**config.mk**
```make
export PLATFORM = sky130hd
export DESIGN_NAME = driver_addr_seq
export DESIGN_NICKNAME = d
export VERILOG_FILES = /design/src/rtl/driver_pkg.sv /design/src/rtl/driver_addr_burst.sv /design/src/rtl/driver_addr_seq.sv
export SDC_FILE = /design/constraint.sdc
export NUM_CORES = 1
export LEC_CHECK = 0
export CAP_MARGIN = 20
export CORE_AREA = 3 3 100 102
export CTS_BUF_LIST = sky130_fd_sc_hd__clkbuf_16
export DETAILED_ROUTE_END_ITERATION = 10
export DIE_AREA = 0 0 103 105
export PLACE_DENSITY = 0.66
export SYNTH_ARGS = -nofsm -noshare
export SYNTH_HDL_FRONTEND = slang
export SYNTH_SLANG_ARGS = --single-unit
```
**constraint.sdc**
```tcl
create_clock -name clk -period 4.4 [get_ports clk]
set_input_delay 0.44 -clock clk [delete_from_list [all_inputs] [get_ports clk]]
set_output_delay 0.44 -clock clk [all_outputs]
set_load 0.02 [all_outputs]
```
**src/rtl/driver_pkg.sv**
```systemverilog
// driver_pkg
//   Shared definitions for the driver address sequencer slice.
//   - ADDR_W_DEF / CNT_W_DEF / CONSEC_W_DEF : default widths
//   - addr_seq_state_t                      : sequencer state encoding
//   - sat_inc()                             : saturating increment for counters up to 32 bits
package driver_pkg;

    localparam int unsigned ADDR_W_DEF   = 32;
    localparam int unsigned CNT_W_DEF    = 16;
    localparam int unsigned CONSEC_W_DEF = 8;

    typedef enum logic [2:0] {
        ST_IDLE,
        ST_FETCH,
        ST_WAIT,
        ST_ISSUE,
        ST_DONE
    } addr_seq_state_t;

    // Increments value, holding at the all-ones value of a 'width'-bit counter.
    function automatic logic [31:0] sat_inc(input logic [31:0] value, input int unsigned width);
        logic [31:0] max_v;
        max_v = (width >= 32) ? '1 : ((32'd1 << width) - 32'd1);
        return (value >= max_v) ? max_v : value + 32'd1;
    endfunction

endpackage

```
**src/rtl/driver_addr_burst.sv**
```systemverilog
// driver_addr_burst
//   Holds the address currently being issued and the number of burst
//   addresses still to follow it.
//   Ports:
//     clk, reset : clock, asynchronous active-high reset
//     load       : capture base into addr and len into the remaining count
//     step       : advance addr by one (wrapping) and consume one remaining
//     base       : base address to load
//     len        : extra addresses following the base
//     addr       : current address
//     last       : no further burst addresses remain
module driver_addr_burst
    import driver_pkg::*;
#(
    parameter int unsigned ADDR_W   = ADDR_W_DEF,
    parameter int unsigned CONSEC_W = CONSEC_W_DEF
) (
    input  logic                clk,
    input  logic                reset,
    input  logic                load,
    input  logic                step,
    input  logic [ADDR_W-1:0]   base,
    input  logic [CONSEC_W-1:0] len,
    output logic [ADDR_W-1:0]   addr,
    output logic                last
);

    logic [ADDR_W-1:0]   addr_r;
    logic [CONSEC_W-1:0] left_r;

    always_ff @(posedge clk or posedge reset) begin
        if (reset) begin
            addr_r <= '0;
            left_r <= '0;
        end else if (load) begin
            addr_r <= base;
            left_r <= len;
        end else if (step) begin
            // Natural modulo-2^ADDR_W wrap from all-ones to zero.
            addr_r <= addr_r + ADDR_W'(1);
            left_r <= left_r - CONSEC_W'(1);
        end
    end

    assign addr = addr_r;
    assign last = (left_r == '0);

endmodule

```
**src/rtl/driver_addr_seq.sv**
```systemverilog
// driver_addr_seq
//   Program sequencer: pops base addresses from the address FIFO and issues
//   them (optionally expanded into bursts) to the vector engine.
//   Optional feature macro: ADDR_SEQ_UNDERRUN_EN adds output underrun_cnt.
//   Ports:
//     clk, reset          : clock, asynchronous active-high reset
//     run_program         : rising edge starts a program from IDLE
//     end_program         : graceful end request (finish burst, drain FIFO)
//     abort_program       : immediate stop, highest priority
//     freeze_addr_fifo    : inhibit FIFO pops
//     send_consec_addr    : enable burst expansion
//     consec_count        : extra addresses per base
//     addr_fifo_empty     : FIFO empty flag
//     addr_fifo_dout      : FIFO data, valid the cycle after addr_fifo_rd
//     addr_fifo_rd        : FIFO pop strobe
//     addr_ready          : downstream accept
//     addr_valid/addr_out : issued address handshake
//     active_program      : program in progress
//     prog_done           : one-cycle pulse on graceful completion
//     addr_cycle_cnt      : accepted addresses since last run start (saturating)
//     underrun_cnt        : (ADDR_SEQ_UNDERRUN_EN) FETCH cycles starved by empty FIFO
module driver_addr_seq
    import driver_pkg::*;
#(
    parameter int unsigned ADDR_W   = ADDR_W_DEF,
    parameter int unsigned CNT_W    = CNT_W_DEF,
    parameter int unsigned CONSEC_W = CONSEC_W_DEF
) (
    input  logic                clk,
    input  logic                reset,
    input  logic                run_program,
    input  logic                end_program,
    input  logic                abort_program,
    input  logic                freeze_addr_fifo,
    input  logic                send_consec_addr,
    input  logic [CONSEC_W-1:0] consec_count,
    input  logic                addr_fifo_empty,
    input  logic [ADDR_W-1:0]   addr_fifo_dout,
    output logic                addr_fifo_rd,
    input  logic                addr_ready,
    output logic                addr_valid,
    output logic [ADDR_W-1:0]   addr_out,
    output logic                active_program,
    output logic                prog_done,
    output logic [CNT_W-1:0]    addr_cycle_cnt
`ifdef ADDR_SEQ_UNDERRUN_EN
    ,
    output logic [CNT_W-1:0]    underrun_cnt
`endif
);

    addr_seq_state_t state, state_nxt;

    logic             run_q;
    logic             end_pending;
    logic             run_start;
    logic             accept;
    logic             burst_load;
    logic             burst_step;
    logic             burst_last;
    logic [CNT_W-1:0] cycle_cnt_r;

    assign run_start = (state == ST_IDLE) & run_program & ~run_q & ~abort_program;

    always_comb begin
        state_nxt    = state;
        addr_fifo_rd = 1'b0;
        addr_valid   = 1'b0;
        prog_done    = 1'b0;
        burst_load   = 1'b0;
        burst_step   = 1'b0;
        accept       = 1'b0;
        if (abort_program) begin
            state_nxt = ST_IDLE;
        end else begin
            unique case (state)
                ST_IDLE: begin
                    if (run_start) state_nxt = ST_FETCH;
                end
                ST_FETCH: begin
                    if (!addr_fifo_empty && !freeze_addr_fifo) begin
                        addr_fifo_rd = 1'b1;
                        state_nxt    = ST_WAIT;
                    end else if (end_pending && addr_fifo_empty) begin
                        state_nxt = ST_DONE;
                    end
                end
                ST_WAIT: begin
                    burst_load = 1'b1;
                    state_nxt  = ST_ISSUE;
                end
                ST_ISSUE: begin
                    addr_valid = 1'b1;
                    if (addr_ready) begin
                        accept = 1'b1;
                        if (send_consec_addr && !burst_last) burst_step = 1'b1;
                        else                                 state_nxt  = ST_FETCH;
                    end
                end
                ST_DONE: begin
                    prog_done = 1'b1;
                    state_nxt = ST_IDLE;
                end
                default: state_nxt = ST_IDLE;
            endcase
        end
    end

    assign active_program = (state == ST_FETCH) | (state == ST_WAIT) | (state == ST_ISSUE);

    always_ff @(posedge clk or posedge reset) begin
        if (reset) begin
            state       <= ST_IDLE;
            // Treat run as already high out of reset so a level held through
            // reset is not seen as a rising edge.
            run_q       <= 1'b1;
            end_pending <= 1'b0;
            cycle_cnt_r <= '0;
        end else begin
            state <= state_nxt;
            run_q <= run_program;
            if (state == ST_IDLE)
                end_pending <= 1'b0;
            else if (active_program && end_program)
                end_pending <= 1'b1;
            if (run_start)
                cycle_cnt_r <= '0;
            else if (accept)
                cycle_cnt_r <= CNT_W'(sat_inc(32'(cycle_cnt_r), CNT_W));
        end
    end

    assign addr_cycle_cnt = cycle_cnt_r;

`ifdef ADDR_SEQ_UNDERRUN_EN
    logic [CNT_W-1:0] underrun_r;

    always_ff @(posedge clk or posedge reset) begin
        if (reset) begin
            underrun_r <= '0;
        end else if (run_start) begin
            underrun_r <= '0;
        end else if ((state == ST_FETCH) && addr_fifo_empty && !end_pending && !freeze_addr_fifo) begin
            underrun_r <= CNT_W'(sat_inc(32'(underrun_r), CNT_W));
        end
    end

    assign underrun_cnt = underrun_r;
`endif

    driver_addr_burst #(
        .ADDR_W   (ADDR_W),
        .CONSEC_W (CONSEC_W)
    ) u_burst (
        .clk   (clk),
        .reset (reset),
        .load  (burst_load),
        .step  (burst_step),
        .base  (addr_fifo_dout),
        .len   (consec_count),
        .addr  (addr_out),
        .last  (burst_last)
    );

endmodule

```
Word-level counts from Yosys, hierarchy flattened
Cells that the tools add are included.
Word-level totals
  flip-flop bits (word level): 61
  bits in latches: 0
  memory bits (writable): 0
  memory bits (read-only): 0
  input port bits: 49
  word-level logic and storage cells: 70
  memories: 0
Cells by class
  add/subtract/negate cells: 3
  multiply operators: 0
  div/mod/pow operators: 0
  $lt $le $gt $ge: 1
  equal/unequal tests: 8
  shift operators: 0
  muxes and demuxes: 32
  bitwise gates (word level): 7
  reduce and logical (&&, ||, !) cells: 13
Operators with widths (count)
  2-to-1 mux 32 bit: 2
  2-to-1 mux 16 bit: 3
  adder 32 x 1 -> 32 bit (second input constant): 1
  2-to-1 mux 1 bit: 18
  2-to-1 mux 3 bit: 6
  adder 16 x 1 -> 16 bit (second input constant): 1
  >= comparator 16 bit (second input constant): 1
  2-to-1 mux 8 bit: 2
  one-hot mux 3 bit (4 select lines): 1
  inequality test 3 bit (second input constant): 3
  logical NOT 8 bit: 1
  subtractor 8 x 1 -> 8 bit (second input constant): 1
  == test 3 x 2 -> 1 bit (second input constant): 2
  nonzero test 2 bit: 3
  logical AND 1 bit: 4
  inequality test 4 bit (second input constant): 1
  AND reduction 4 bit: 1
  AND 1 bit: 3
  == test 3 x 1 -> 1 bit (second input constant): 1
  == test 3 bit (second input constant): 1
  logical NOT 1 bit: 3
  logical NOT 3 bit: 1
  inverter 1 bit: 2
  bitwise OR 1 bit: 2

Longest topological paths before layout
Gate-level depths: netlist (run 1).
  depth in word-level cells: 9
  depth in mapped cells: 8
  gate-level depth less buffers: 7

By module
Synthesis (run 1) repeated with hierarchy kept, for this count alone.
Second synthesis, totals
  cell total of the unflattened synthesis: 408
  area, all modules: 3612.2 um2
Modules (own cells, without submodules)
  driver_addr_burst: instances 1, cells each 251, area an instance 2318.5 um2, sequential area each 1001.0 um2
  driver_addr_seq: instances 1, cells each 157, area an instance 1293.7 um2, sequential area each 526.8 um2

Least setup slack after synthesis (run 1)
No wires, ideal clock.
  path kind: register to register
  start: reg cycle_cnt_r[0] (netlist: addr_cycle_cnt[0])
  end: reg cycle_cnt_r[6] (netlist: addr_cycle_cnt[6])
  data arrival time: 1.824 ns
  data required time: 4.306 ns
  path slack: 2.482 ns
  stages on the path, launching flop included: 6
  buffers on the path: 0
  period minus slack after synthesis: 1.918 ns
  cells stage by stage: dfrtp_1 -> ha_1 -> nand4_1 -> or3_4 -> and4_1 -> a211oi_1
Between the ends
  word-level cells in the longest chain between the ends: 4
Ends and longest elaborated chain
  start, declared: line driver_addr_seq.sv:61  | logic [CNT_W-1:0] cycle_cnt_r;
  start signal, assigned: line driver_addr_seq.sv:129  | cycle_cnt_r <= CNT_W'(sat_inc(32'(cycle_cnt_r), CNT_W));
  adder 16 x 1 -> 16 bit / >= comparator 16 bit (equally long branches): line driver_pkg.sv:24  | return (value >= max_v) ? max_v : value + 32'd1;
  2-to-1 mux 16 bit (*): line driver_pkg.sv:24
  2-to-1 mux 16 bit (*): line driver_addr_seq.sv:128  | else if (accept)
  2-to-1 mux 16 bit (*): line driver_addr_seq.sv:126  | if (run_start)
Every way passes the cells marked *; elsewhere a longest branch is shown, timed or not. The select of a mux whose other input is x is not followed.
A chain may end at the register's enable or synchronous reset.

Worst setup path in the final report (run 1)
  start: in abort_program
  end: reg u_burst.addr_r[27] (netlist: u_burst.addr[27])
Between the ends
  word-level cells in the longest chain between the ends: 2
Ends and longest elaborated chain
  start, declared: line driver_addr_seq.sv:33  | input logic abort_program,
  2-to-1 mux 1 bit: line driver_addr_seq.sv:73  | if (abort_program) begin
  2-to-1 mux 32 bit / nonzero test 2 bit (equally long branches)
  end signal, assigned: line driver_addr_burst.sv:36  | addr_r <= base;
  end signal, assigned: line driver_addr_burst.sv:40  | addr_r <= addr_r + ADDR_W'(1);
  end, declared: line driver_addr_burst.sv:28  | logic [ADDR_W-1:0] addr_r;
Several ways; a longest one is shown, not always the timed one.

==> key figures, run 1 <==
Place
  – GPL Wtd Cong: about 0.87
  – Cell Area, Placed: around 4700 um^2
  – Hpwl dp: 7210 um
  – # port buffers: 100

Setup path
  – Capturing point of the worst reg2reg path: u_burst.addr[27]
  – Setup crit start kind: input pin
  – CP startpoint: abort_program
  – Reg2reg setup slack: about 2.0 ns
  – Worst EP arrival: 2.79 ns
  – Reg2reg start: state[2]
  – Worst Path Max Fanout: 19
  – Reg2Reg Depth: 5
  – Critical Path Sink: u_burst.addr[27]
  – Crit path kind: in2reg
  – Crit end category: flip-flop
  – Worst EP required: 4.56 ns

Routing
  – Per-cell routed wire length: around 16 um
  – DRT antenna net count: 0
  – DR pass1 iterations: 4
  – Drt drc: 0
  – Total Wirelength: a little under 10000 um
  – Vias per cell: 5.50
  – Vias: about 3400
  – First-iteration detailed-routing DRC count: approximately 150

Global routing
  – Vias in the first global route: about 3200
  – First-pass GRT wire length: between 15000 and 20000 um
  – Largest net degree at the start of global routing: 50
  – GRT overflow: 0
  – Initial antenna violation count: 0
  – GRT Overall Usage: 19.1%

Floorplanning
  – Die width: 103 um
  – Top Ports: ~100
  – Placement row count: 35
  – Chip height: between 100 and 150 um
  – Initial Utilization: approximately two fifths
  – Core area: about 9200 um^2
  – Die footprint: 10800 um^2

Finish
  – Layout area overhead: 39.0%
  – Diode count: 0
  – Most frequent cells in the layout: clkdlybuf4s50_1, dfrtp_1, nand2_1, o21ai_0, nor2_1
  – Most common cell after layout, fill and taps aside: clkdlybuf4s50_1
  – Layout Nets: around 560
  – FF/Latch Area: 1530 um^2
  – Fillers: around 870
  – Fraction of layout cells with a size suffix above 1: between 6 and 7%
  – Design area: between 5000 and 6000 um^2
  – Multi-input gate area: 1980 um^2

Synthesis
  – Synth area leaders: dfrtp_1, xor2_1, nand2_1, o21ai_0, nand4_1
  – Synth top area share: between 40% and 50%
  – Asr flop ratio synth: 100%
  – Yosys reg bits: 61
  – Area leader, netlist: dfrtp_1
  – Synth Cell Area: between 3000 and 4000 um^2
  – Post-synthesis sequential area ratio: 42.3%
  – Syn Inst Count: between 400 and 500
  – Ys flop type: dfrtp_1
  – Post-synth EDFFs: 0
  – Distinct cell type count of the synthesized netlist: a little under 60
  – Synth Net Count: 457
  – Syn Area/Cell: 8.94 um^2
  – Syn. warnings: 0

Timing
  – Clk_skew: about 0.0059 ns
  – Hold WS: about 0.47 ns
  – Fmax: ~380 MHz
  – Total negative slack: 0 ns
  – RSZ-0062 raised after global routing: no
  – Max Slew Vio Count: 0
  – Slew margin rel.: around half
  – Endpoints failing hold: 0
  – Tcrit/Tclk final: approximately three fifths
  – Post-layout min period: 2.63 ns
  – Final Setup Violations: 0
  – Worst-Margin Slew: between 0.7 and 0.8 ns

CTS
  – Longest Clk Path Bufs: 2
  – Post-CTS sizing: 0
  – Num CTS Buffers: 9
  – CTS tree: done
  – Root buf cell: clkbuf_16
  – Post-CTS Setup Repair Bufs: 0
  – Skew-Pair Late Insertion Delay: roughly 0.33 ns
  – Clock sink count: 61
  – H-tree Lvls: 3
  – Hold-fix buffers, CTS: 0
  – CTS clock-pin slew for the worst setup and hold paths: 0.06 ns

Power
  – PD cells: roughly 460 nW/um^2
  – Tot Pwr: 2.29 mW
  – Leak: 1.98 nW
  – Maximum vdd drop: roughly 230 uV

Flow run
  – Max-cap violations: 0

Worst hold path
  – Worst min path class: in2async

Run status
  – Status: complete, no violations
[where the power goes]
part | total, mW | leakage (nW) | switching [mW] | internal, mW
clock | 0.687 | 0.135 | 0.253 | 0.433
sequential | 0.889 | 0.779 | 0.194 | 0.695
combinational | 0.712 | 1.07 | 0.360 | 0.352
[cell families after synthesis]
logic type	synth area share, %
and+or+nand+nor	31.8
adders and majority gates	1.39
xor gates and xnor gates	6.30
AOI/OAI and AO/OA	13.9
DFF	42.3
buffers and inverters	3.29
muxes	1.11
[metal layers]
metal,part of all wire (%),wire length (um),vias to the layer above,global-route usage [%]
li1,-,-,1687,-
met1,48,4730,1614,27.7
met2,45,4500,94,27.9
met3,5.9,587,8,6.01
met4,0.82,81,0,4.07
met5,0,0,-,0
[critical path: stages]
cell and delay, ns:
clkdlybuf4s50_1 0.52, and4bb_4 0.42, and3_1 0.62, nand3_2 0.34, o31ai_1 0.31, a31oi_1 0.12
[final cells by class]
class | count | share of cell area [%]
multi-input combinational | 315 | 39.3
sequential | 61 | 30.4
timing repair buffer | 103 | 20.7
clock buffer | 9 | 4.48
tap | 111 | 2.77
clock inverter | 7 | 1.32
inverter | 13 | 0.972
[state kept, by name (all words and copies together) (netlist names)]
register	flops
u_burst.left_r	8
state	3
end_pending	1
run_q	1
u_burst.addr	32
addr_cycle_cnt	16
[cell usage after synthesis, types with 6 or more instances]
| library cell | number |
|---|---|
| and3_1 | 12 |
| a21oi_1 | 13 |
| and2_1 | 6 |
| nor4_1 | 6 |
| xor2_1 | 23 |
| nand2_1 | 49 |
| clkbuf_1 | 7 |
| nor3_1 | 12 |
| dfrtp_1 | 60 |
| a31oi_1 | 8 |
| inv_1 | 13 |
| and4_1 | 6 |
| nor2_1 | 27 |
| o21ai_0 | 32 |
| nand3_1 | 23 |
| nand4_1 | 23 |
[per-stage QoR]
step / cells / utilization (%) / setup WS (ns)
after global placement: 602 / 51.3 / 1.48
final: 619 / 54.6 / 1.77
after CTS: 618 / 54.5 / 1.77
after global routing: 619 / 54.6 / 1.60
after floorplan: 404 / - / 2.45
after detailed placement: 602 / 51.3 / 1.44
[worst min-delay path by stage]
stage                                  from                  to  slack [ns]
after global routing                  reset  addr_cycle_cnt[15]        0.54
final                                 reset     u_burst.addr[6]        0.47
after detailed placement  addr_cycle_cnt[6]   addr_cycle_cnt[6]        0.54
after global placement    addr_cycle_cnt[6]   addr_cycle_cnt[6]        0.52
after CTS                             reset     u_burst.addr[6]        0.49
after floorplan                 run_program               run_q        0.44
Note: power is estimated with default switching activity, not from simulation.
==> run 2, diff against run 1 <==
--- a/config.mk
+++ b/config.mk
@@ -10,7 +10,7 @@
 export CTS_BUF_LIST = sky130_fd_sc_hd__clkbuf_16
 export DETAILED_ROUTE_END_ITERATION = 10
 export DIE_AREA = 0 0 103 105
-export PLACE_DENSITY = 0.66
+export PLACE_DENSITY = 0.69
 export SYNTH_ARGS = -nofsm -noshare
 export SYNTH_HDL_FRONTEND = slang
 export SYNTH_SLANG_ARGS = --single-unit
==> constraint.sdc (replaced) <==
create_clock -name clk -period 2.25 [get_ports clk]
set_input_delay 0.225 -clock clk [delete_from_list [all_inputs] [get_ports clk]]
set_output_delay 0.225 -clock clk [all_outputs]
set_load 0.02 [all_outputs]
==> run 2 against run 1 <==
Clock power grew 75%. Global-route usage grew 0.76 points. Critical path type is now reg2out. Sequential share of layout area shrank 0.47 points. Combinational power grew 100%. Worst setup slack lost 1.6 ns. Hold slack lost 0.23 ns. Highest routed layer unchanged. Sequential power grew 96%. First-iteration DRC count grew 19%. Critical endpoint is now addr_fifo_rd. Via count grew 4.9%. Count of clock-buffer cells in the layout is the same. Clock skew grew 0.0014 ns. Non-clock buffer count grew 13.
==> key figures, run 2 (synthesized netlist as in run 1, its figures left out) <==
Global routing
  – Largest net degree at the start of global routing: 56 (+12%)
  – First-pass GRT wire length: 17300 um (+5.1%)
  – Vias in the first global route: 3552 (+9.8%)
  – Met2 usage: 31.1% (+3.3 points)
  – Met3 Use GR: 5.34% (-0.67 points)
  – Global routing met1 resource utilization: 26.9% (-0.76 points)
  – Initial antenna violation count: 0 (unchanged)
  – GRT overflow: 0 (unchanged)
  – GRT Overall Usage: 19.9% (+0.76 points)
  – Layer with the highest usage: met2

Setup path
  – Crit-path slowest cell: clkdlybuf4s50_1
  – Crit-path cells: nor2_2 -> nand3b_1 -> nor2_1 -> clkdlybuf4s50_1
  – Capturing point of the worst reg2reg path: addr_cycle_cnt[3]
  – Worst Path Max Fanout: 6 (-13)
  – Reg2Reg Depth: 5 (unchanged)
  – Worst EP arrival: 1.89 ns (-0.90 ns)
  – Reg2reg setup slack: 0.22 ns (-1.78 ns)
  – Crit path largest cell delay: 0.62 ns (about the same)
  – Crit path kind: reg2out
  – Reg2reg start: addr_cycle_cnt[0]
  – Setup crit start kind: flip-flop
  – Worst EP required: 2.03 ns (-2.53 ns)
  – Crit end category: output port

Routing
  – First-iteration detailed-routing DRC count: 173 (+19%)
  – Total Wirelength: 10400 um (+5.2%)
  – Per-cell routed wire length: 16.5 um (+3.1%)
  – Vias per cell: 5.65 (+2.7%)
  – DRT antenna net count: 0 (unchanged)
  – Drt drc: 0 (unchanged)
  – DR pass1 iterations: 5 (+1)
  – Vias: 3570 (+4.9%)

Finish
  – Most common cell after layout, fill and taps aside: clkdlybuf4s50_1
  – Layout area overhead: 41.2%
  – Layout Nets: 569 (+2.3%)
  – Most frequent cells in the layout: clkdlybuf4s50_1, dfrtp_1, nand2_1, o21ai_0, nor2_1
  – Design area: 5100 um^2 (+1.6%)
  – Max reg flops: 32 (unchanged)
  – Diode count: 0 (unchanged)
  – Fraction of layout cells with a size suffix above 1: 8.25% (+1.6 points)

Run status
  – Status: complete, no violations

Place
  – Cell Area, Placed: 4840 um^2 (+2.5%)
  – GPL Wtd Cong: 0.816 (-5.8%)
  – # port buffers: 100 (unchanged)
  – Hpwl dp: 7570 um (+5.0%)

Timing
  – Worst-Margin Slew: 0.454 ns (-0.296 ns)
  – Tcrit/Tclk final: 93.9%
  – RSZ-0062 raised after global routing: no
  – Endpoints failing hold: 0 (unchanged)
  – Clk_skew: 0.00734 ns (+0.00142 ns)
  – Slew margin rel.: 69.5% (+21 points)
  – Max Slew Vio Count: 0 (unchanged)
  – Post-layout min period: 2.11 ns
  – Final Setup Violations: 0 (unchanged)
  – Fmax: around 470 MHz
  – Hold WS: 0.233 ns (-0.235 ns)
  – Total negative slack: 0 ns (unchanged)

Floorplanning
  – Placement row count: 35 (unchanged)
  – Initial Utilization: 39.3% (unchanged)
  – Chip height: 105 um (unchanged)
  – Core area: 9200 um^2 (unchanged)
  – Die footprint: 10800 um^2 (unchanged)
  – Top Ports: 101 (unchanged)
  – Die width: 103 um (unchanged)

CTS
  – CTS clock-pin slew for the worst setup and hold paths: 0.06 ns (about the same)
  – Post-CTS Setup Repair Bufs: 0 (unchanged)
  – CTS tree: done
  – Skew-Pair Late Insertion Delay: 0.33 ns (about the same)
  – Root buf cell: clkbuf_16
  – Longest Clk Path Bufs: 2 (unchanged)
  – Num CTS Buffers: 9 (unchanged)
  – Clock sink count: 61 (unchanged)
  – H-tree Lvls: 3 (unchanged)

Power
  – Leak: 2.07 nW (+4.5%)
  – PD cells: 857 nW/um^2 (+88%)
  – Maximum vdd drop: 471 uV (+100%)

Flow run
  – Max-cap violations: 0 (unchanged)

Worst hold path
  – Worst min path class: in2async
run 2: cell types whose count changed in the layout (fill, tap and decap cells not counted), sizes merged:
cell      change
buf          +13
inv           +4
clkinvlp      -3
bufinv        -1
run 2: power breakdown:
part,leakage (nW),internal (mW),switching [mW],total [mW]
clock,0.139,0.718,0.479,1.20
sequential,0.779,1.36,0.375,1.74
combinational,1.15,0.720,0.718,1.44
run 2: worst max-delay path by stage:
stage                      start  slack, ns  cells after the start                 to
6_report                state[2]       0.14                      4       addr_fifo_rd
2_1_floorplan  addr_cycle_cnt[0]       0.33                      5  addr_cycle_cnt[6]
3_3_place_gp       abort_program       0.06                      6   u_burst.addr[25]
5_1_grt                 state[2]       0.02                      4       addr_fifo_rd
3_5_place_dp       abort_program       0.04                      6   u_burst.addr[25]
4_1_cts                 state[2]       0.07                      4       addr_fifo_rd
run 2: what timing repair did:
| action | 4_1_cts | 5_1_grt |
|---|---|---|
| hold buffers | 0 | 0 |
| gates resized for setup | 0 | 2 |
| setup endpoints to repair | 0 | 3 |
run 2: worst max-delay path: cells and delay by family, from the launching register on:
family                 cells  cell delay (ns)
DFF                        1             0.46
buffers and inverters      1             0.62
and+or+nand+nor            3             0.48
run 2: stage by stage:
step	util (%)	setup slack (ns)	cells	total power [mW]
after global routing	55.5	0.0201	632	4.62
after floorplan	-	0.332	404	2.45
after detailed placement	52.6	0.0367	616	3.16
after global placement	52.6	0.0642	616	3.14
final	55.5	0.136	632	4.37
after CTS	55.3	0.0723	632	4.39
run 2: per-layer routing:
layer | part of all wire [%] | vias up
li1 | - | 1721
met1 | 43 | 1689
met2 | 49 | 146
met3 | 7.1 | 14
met4 | 1.2 | 0
met5 | 0 | -
run 2: cell type report:
class	instances	area, um^2
fillers	845	4100
multi-input cells	315	1990
flip-flops and latches	61	1530
repair buffers	116	1150
clock buffers	9	225
well taps	111	139
inverters	13	48.8
clock inverters	7	27.5
